<file path="src/rtl/if1_fetch_buffer.sv">
// IF1->ID fetch buffer: credit-gated icache issue, in-order PC tag check,
// line realignment by PC offset, stale-response dropping after flush.
module if1_fetch_buffer #(
  parameter int unsigned FETCH_W      = 2,
  parameter int unsigned DEPTH        = 4,
  parameter int unsigned MAX_INFLIGHT = 2,
  parameter logic [31:0] INST_NOP     = 32'h0340_0000
) (
  input  logic                 clk,
  input  logic                 rstn,
  input  logic                 flush,
  input  logic [31:0]          req_pc,
  input  logic                 req_valid,
  output logic                 req_ready,
  input  logic                 rsp_valid,
  input  logic [31:0]          rsp_pc,
  input  logic [31:0]          rsp_pc_next,
  input  logic                 rsp_taken,
  input  logic [FETCH_W*32-1:0] rsp_inst,
  input  logic [31:0]          rsp_badv,
  input  logic [6:0]           rsp_excp,
  input  logic [1:0]           rsp_excp_flag,
  output logic                 out_valid,
  input  logic                 out_ready,
  output logic [31:0]          out_pc,
  output logic [31:0]          out_pc_next,
  output logic                 out_taken,
  output logic [FETCH_W*32-1:0] out_inst,
  output logic [FETCH_W-1:0]   out_mask,
  output logic [31:0]          out_badv,
  output logic [6:0]           out_excp,
  output logic [1:0]           out_excp_flag,
  output logic                 pc_mismatch,
  output logic                 err_unexpected
);

  localparam int unsigned OFF_W  = (FETCH_W > 1) ? $clog2(FETCH_W) : 1;
  localparam int unsigned PTR_W  = $clog2(DEPTH);
  localparam int unsigned CNT_W  = $clog2(DEPTH) + 1;
  localparam int unsigned IF_W   = $clog2(MAX_INFLIGHT) + 1;
  localparam int unsigned TAG_W  = (MAX_INFLIGHT > 1) ? $clog2(MAX_INFLIGHT) : 1;
  localparam int unsigned SUM_W  = ((CNT_W > IF_W) ? CNT_W : IF_W) + 1;
  localparam int unsigned INST_W = FETCH_W * 32;

  typedef struct packed {
    logic [31:0]        pc;
    logic [31:0]        pc_next;
    logic               taken;
    logic [INST_W-1:0]  inst;
    logic [FETCH_W-1:0] mask;
    logic [31:0]        badv;
    logic [6:0]         excp;
    logic [1:0]         flag;
  } entry_t;

  entry_t             fifo_q [DEPTH];
  entry_t             fifo_d [DEPTH];
  logic [31:0]        tag_q  [MAX_INFLIGHT];
  logic [31:0]        tag_d  [MAX_INFLIGHT];
  logic [PTR_W-1:0]   rd_ptr_q, rd_ptr_d, wr_ptr_q, wr_ptr_d;
  logic [CNT_W-1:0]   count_q, count_d;
  logic [IF_W-1:0]    inflight_q, inflight_d, drop_cnt_q, drop_cnt_d;
  logic [TAG_W-1:0]   tag_rd_q, tag_rd_d, tag_wr_q, tag_wr_d;
  logic               pc_mismatch_q, pc_mismatch_d;
  logic               err_unexpected_q, err_unexpected_d;

  logic               issue, rsp_drop, rsp_acc, rsp_unexp, tag_hit, wr, pop;
  logic [OFF_W-1:0]   off;
  logic [31:0]        lane;
  logic               lane_ok;
  entry_t             new_entry;
  entry_t             head;

  // Credit check uses registered occupancy only; reset holds it low.
  always_comb begin
    req_ready = rstn && !flush
             && (SUM_W'(count_q) + SUM_W'(inflight_q) < SUM_W'(DEPTH))
             && (SUM_W'(inflight_q) + SUM_W'(drop_cnt_q) < SUM_W'(MAX_INFLIGHT));
    out_valid = (count_q != '0);
    issue     = req_valid && req_ready;
    rsp_drop  = rsp_valid && (drop_cnt_q != '0);
    rsp_acc   = rsp_valid && (drop_cnt_q == '0) && (inflight_q != '0);
    rsp_unexp = rsp_valid && (drop_cnt_q == '0) && (inflight_q == '0);
    tag_hit   = (rsp_pc == tag_q[tag_rd_q]);
    wr        = rsp_acc && tag_hit && !flush;
    pop       = out_valid && out_ready && !flush;
  end

  // Shift the line down by the PC's lane offset; lanes past the line end are NOPs.
  always_comb begin
    new_entry         = '0;
    new_entry.pc      = rsp_pc;
    new_entry.pc_next = rsp_pc_next;
    new_entry.taken   = rsp_taken;
    off               = rsp_pc[OFF_W+1:2];
    lane              = INST_NOP;
    lane_ok           = 1'b0;
    for (int unsigned i = 0; i < FETCH_W; i++) begin
      lane    = INST_NOP;
      lane_ok = 1'b0;
      for (int unsigned j = 0; j < FETCH_W; j++) begin
        if (j == i + 32'(off)) begin
          lane    = rsp_inst[j*32 +: 32];
          lane_ok = 1'b1;
        end
      end
      new_entry.inst[i*32 +: 32] = lane;
      new_entry.mask[i]          = lane_ok;
    end
    if (rsp_excp_flag != 2'b00) begin
      new_entry.mask = FETCH_W'(1);
      new_entry.flag = 2'b11;
      new_entry.badv = rsp_badv;
      new_entry.excp = rsp_excp;
    end
  end

  // Next-state for FIFO, tag queue and counters; flush overrides everything.
  always_comb begin
    fifo_d           = fifo_q;
    tag_d            = tag_q;
    rd_ptr_d         = rd_ptr_q;
    wr_ptr_d         = wr_ptr_q;
    count_d          = count_q;
    inflight_d       = inflight_q;
    drop_cnt_d       = drop_cnt_q;
    tag_rd_d         = tag_rd_q;
    tag_wr_d         = tag_wr_q;
    pc_mismatch_d    = 1'b0;
    err_unexpected_d = err_unexpected_q;
    if (flush) begin
      rd_ptr_d   = '0;
      wr_ptr_d   = '0;
      count_d    = '0;
      inflight_d = '0;
      tag_rd_d   = '0;
      tag_wr_d   = '0;
      drop_cnt_d = drop_cnt_q + inflight_q
                 - IF_W'(rsp_valid && ((inflight_q | drop_cnt_q) != '0));
    end else begin
      if (issue) begin
        tag_d[tag_wr_q] = req_pc;
        tag_wr_d = (tag_wr_q == TAG_W'(MAX_INFLIGHT - 1)) ? '0 : tag_wr_q + TAG_W'(1);
      end
      if (rsp_drop) begin
        drop_cnt_d = drop_cnt_q - IF_W'(1);
      end
      if (rsp_acc) begin
        tag_rd_d = (tag_rd_q == TAG_W'(MAX_INFLIGHT - 1)) ? '0 : tag_rd_q + TAG_W'(1);
        pc_mismatch_d = !tag_hit;
      end
      if (rsp_unexp) begin
        err_unexpected_d = 1'b1;
      end
      if (wr) begin
        fifo_d[wr_ptr_q] = new_entry;
        wr_ptr_d = wr_ptr_q + PTR_W'(1);
      end
      if (pop) begin
        rd_ptr_d = rd_ptr_q + PTR_W'(1);
      end
      count_d    = count_q + CNT_W'(wr) - CNT_W'(pop);
      inflight_d = inflight_q + IF_W'(issue) - IF_W'(rsp_acc);
    end
  end

  always_ff @(posedge clk or negedge rstn) begin
    if (!rstn) begin
      for (int unsigned i = 0; i < DEPTH; i++) fifo_q[i] <= '0;
      for (int unsigned i = 0; i < MAX_INFLIGHT; i++) tag_q[i] <= '0;
      rd_ptr_q         <= '0;
      wr_ptr_q         <= '0;
      count_q          <= '0;
      inflight_q       <= '0;
      drop_cnt_q       <= '0;
      tag_rd_q         <= '0;
      tag_wr_q         <= '0;
      pc_mismatch_q    <= 1'b0;
      err_unexpected_q <= 1'b0;
    end else begin
      fifo_q           <= fifo_d;
      tag_q            <= tag_d;
      rd_ptr_q         <= rd_ptr_d;
      wr_ptr_q         <= wr_ptr_d;
      count_q          <= count_d;
      inflight_q       <= inflight_d;
      drop_cnt_q       <= drop_cnt_d;
      tag_rd_q         <= tag_rd_d;
      tag_wr_q         <= tag_wr_d;
      pc_mismatch_q    <= pc_mismatch_d;
      err_unexpected_q <= err_unexpected_d;
    end
  end

  // Head entry presented to decode; empty buffer shows NOPs and zeroed fields.
  always_comb begin
    head = fifo_q[rd_ptr_q];
    if (out_valid) begin
      out_pc        = head.pc;
      out_pc_next   = head.pc_next;
      out_taken     = head.taken;
      out_inst      = head.inst;
      out_mask      = head.mask;
      out_badv      = head.badv;
      out_excp      = head.excp;
      out_excp_flag = head.flag;
    end else begin
      out_pc        = '0;
      out_pc_next   = '0;
      out_taken     = 1'b0;
      out_inst      = {FETCH_W{INST_NOP}};
      out_mask      = '0;
      out_badv      = '0;
      out_excp      = '0;
      out_excp_flag = '0;
    end
    pc_mismatch    = pc_mismatch_q;
    err_unexpected = err_unexpected_q;
  end

  a_no_overflow: assert property (@(posedge clk) disable iff (!rstn)
    !(wr && (count_q == CNT_W'(DEPTH))));

endmodule

</file>
<file path="config.mk">
export PLATFORM = sky130hd
export DESIGN_NAME = if1_fetch_buffer
export DESIGN_NICKNAME = d
export VERILOG_FILES = /design/src/rtl/if1_fetch_buffer.sv
export SDC_FILE = /design/constraint.sdc
export NUM_CORES = 1
export LEC_CHECK = 0
export CAP_MARGIN = 20
export CORE_UTILIZATION = 56
export DETAILED_ROUTE_END_ITERATION = 10
export PLACE_DENSITY = 0.79
export SLEW_MARGIN = 20
export SYNTH_ARGS = -nofsm -noshare
export SYNTH_HDL_FRONTEND = slang
export SYNTH_SLANG_ARGS = --single-unit
</file>
<file path="constraint.sdc">
create_clock -name clk -period 8.9 [get_ports clk]
set_input_delay 1.78 -clock clk [delete_from_list [all_inputs] [get_ports clk]]
set_output_delay 1.78 -clock clk [all_outputs]
set_load 0.01 [all_outputs]
</file>
==> impl_metrics.yaml <==
outcome:
  status: "finished clean"
placed_design:
  dp_hpwl_um: 52200
  place.gp.congestion: 0.766
  place_ws_ps: 3040
  placed_area_sq_mm: 0.0398
  io_buffers: 383
routing:
  drt_wl_total_um: 83600
  first_pass_iters: 6
  drcViolationCount: 0
  vias_per_cell: 5.83
  drt_iter0_drc: 1140
  vias: 20500
  routedWlPerCell_um: 23.8
  ant_nets: 0
clock_tree:
  cts_buffer_depth: 3
  path_clk_slew_ps: 60
  insertion_delay_ps: 610
  post_cts_resized: 0
  h-tree-depth: 3
  numCtsBuffers: 81
  postCtsSetupBuffers: 0
  clock-sinks: 763
  cts_tree: "done"
  clockRootBuffer: "clkbuf_16"
  holdBufCountCts: 0
timing:
  max-slew-margin-rel: 0.356
  final.setup.worst_slack_ps: 3310
  hold_viol: 0
  final.period_utilization: 0.628
  fin_crit_ps: 5590
  tightestPinTransition_ps: 966
  rsz0062_at_grt: "false"
  finalSetupViolCount: 0
  setup_tns_ps: 0
  hold_ws_ps: 472
  fmax_ghz: 0.179
  slew_violations: 0
  skew_ps: 13.5
die:
  die_x_um: 253
  initial_utilization: 0.570
  io_pins: 384
  dieArea_sq_mm: 0.0642
  core_area_sq_mm: 0.0621
  rows: 91
  fp.dieH_um: 253
synth:
  ys.flop_type: "dfrtp_1"
  synth_seq_cells: 763
  yosysUniqueCellTypes: 36
  ys_async_sr_fraction: 1.00
  synth_nets: 2499
  yosys_warnings: 0
  yosysSeqAreaShare: 0.540
  synth_cells: 2276
  synth_edf_count: 0
  syn_avg_cell_area_sq_um: 15.5
  syn-cell-area_sq_mm: 0.0354
setup_path:
  worst-path-max-fanout: 85
  arrival_ps: 3810
  cp-end-kind: "output port"
  crit_required_ps: 7120
  critPathKind: "reg2out"
  worstSetupStartpointType: "flop"
pwr:
  peakVddDrop_mv: 0.135
  switching_share: 0.225
  pwr-share-seq: 0.483
  p_leak_nw: 20.1
  powerDensity_mw_per_mm2: 178
  intPower_w: 0.00585
  p_sw_w: 0.00170
  p_clk_frac: 0.439
  p_comb_frac: 0.078
grt:
  gr-total-overflow: 0
  antenna_found_initial: 7
  track_usage: 0.270
  grt_pass1_vias: 23000
  grt_pass1_wl_um: 132000
  grt_max_degree: 103
min_path:
  hp-class: "reg2reg"
cells_and_area:
  finalInstanceArea_sq_mm: 0.0424
  syn_to_final_growth_pct: 19.8
  fin_nets: 2844
  drive_above_1_share: 0.290
run:
  maxCapViolCount: 0
worst paths after layout:
| kind | from | end | slack, ps | cells past startpoint |
|---|---|---|---|---|
| min | fifo_q[213] | fifo_q[213] | 470 | 1 |
| max | count_q[1] | out_inst[28] | 3310 | 6 |
| max in group asynchronous | rstn | fifo_q[84] | 4610 | 4 |
| min reg2reg | fifo_q[213] | fifo_q[213] | 470 | 1 |
| max reg2reg | tag_rd_q | fifo_q[650] | 4030 | 9 |
| min in group asynchronous | rstn | tag_q[43] | 1170 | 1 |
critical path: stages, from the launching register on:
cell	delay, ps
dfrtp_1	450
nor3_2	60
buf_4	180
inv_4	690
buf_4	850
and2_1	240
clkdlybuf4s50_1	670
final cells by class:
type | instances | area, sq um
diodes | 1 | 2.50
clock buffers | 121 | 2430
clock inverters | 20 | 191
fillers | 4213 | 19700
inverters | 12 | 47.5
multi-input cells | 1346 | 15400
flip-flops and latches | 763 | 19100
well taps | 837 | 1050
repair buffers | 417 | 4150
synth_stat cells (11+ instances only):
master,n,area share
dfrtp_1,763,0.54
mux2_2,421,0.13
mux2_1,356,0.11
and2_1,205,0.036
mux4_2,171,0.11
clkbuf_1,54,0.0057
buf_2,36,0.0051
xnor2_1,36,0.0089
mux2i_1,33,0.0093
nor2b_1,32,0.0057
buf_4,30,0.0064
buf_1,24,0.0025
nor2_1,16,0.0017
or2_2,14,0.0025
ha_1,13,0.0046
inv_1,12,0.0013
buf_6,11,0.0035
stage by stage:
stage                util  std cells  total power (W)
global route        0.683       3517          0.00782
CTS                 0.683       3516          0.00762
floorplan               -       2276          0.00401
detailed placement  0.641       3375          0.00430
global placement    0.641       3375          0.00426
finish              0.683       3517          0.00755
placed cells by master (no fill, tap or decap), types with 2 or more instances in the layout:
cell | Yosys | layout
fa_1 | 2 | 2
clkbuf_16 | 0 | 85
inv_6 | 0 | 2
nor3_4 | 4 | 4
clkinv_2 | 0 | 12
bufinv_16 | 0 | 3
nor2_1 | 16 | 15
buf_12 | 0 | 3
clkdlybuf4s50_1 | 0 | 381
buf_6 | 11 | 5
and2_1 | 205 | 205
dfrtp_4 | 0 | 2
clkbuf_1 | 54 | 19
inv_1 | 12 | 11
xnor2_1 | 36 | 36
nand4_2 | 2 | 2
nor3_1 | 3 | 2
clkinvlp_4 | 0 | 2
nand2b_1 | 3 | 3
mux4_2 | 171 | 171
clkbuf_8 | 0 | 17
nor2b_1 | 32 | 32
buf_4 | 30 | 27
nand2_1 | 10 | 10
dfrtp_1 | 763 | 760
ha_1 | 13 | 13
xor2_1 | 6 | 6
nor4_1 | 8 | 8
mux2_2 | 421 | 421
or2_2 | 14 | 14
mux2i_1 | 33 | 33
mux2_1 | 356 | 356
kinds of logic after synthesis:
family,after synthesis,synth area share
muxes,981,0.366
DFF,763,0.540
and+or+nand+nor,300,0.0526
buffers and inverters,167,0.0245
xor gates and xnor gates,42,0.0104
adders and majority gates,15,0.00573
AOI/OAI and AO/OA,8,0.00156
power groups by stage:
stage	combinational [W]	sequential, W	clock [W]
2_1_floorplan	0.000326	0.00369	0
3_3_place_gp	0.000567	0.00369	0
3_5_place_dp	0.000596	0.00370	0
4_1_cts	0.000601	0.00364	0.00337
5_1_grt	0.000653	0.00365	0.00351
6_report	0.000593	0.00365	0.00331
sequential cells by signal (all words and copies together), names as in the netlist, 2 cells and up:
signal and cells:
fifo_q 684, tag_q 64, count_q 3, drop_cnt_q 2, inflight_q 2, rd_ptr_q 2
wr_ptr_q 2
per-layer routing:
metal / vias to the layer above / routed length [um] / global-route usage
met5: - / 90 / 0
met4: 12 / 1940 / 0.0798
met3: 130 / 4520 / 0.0616
met2: 398 / 42500 / 0.458
li1: 8910 / - / -
met1: 11000 / 34500 / 0.346
(Power assumes the default switching activity.)
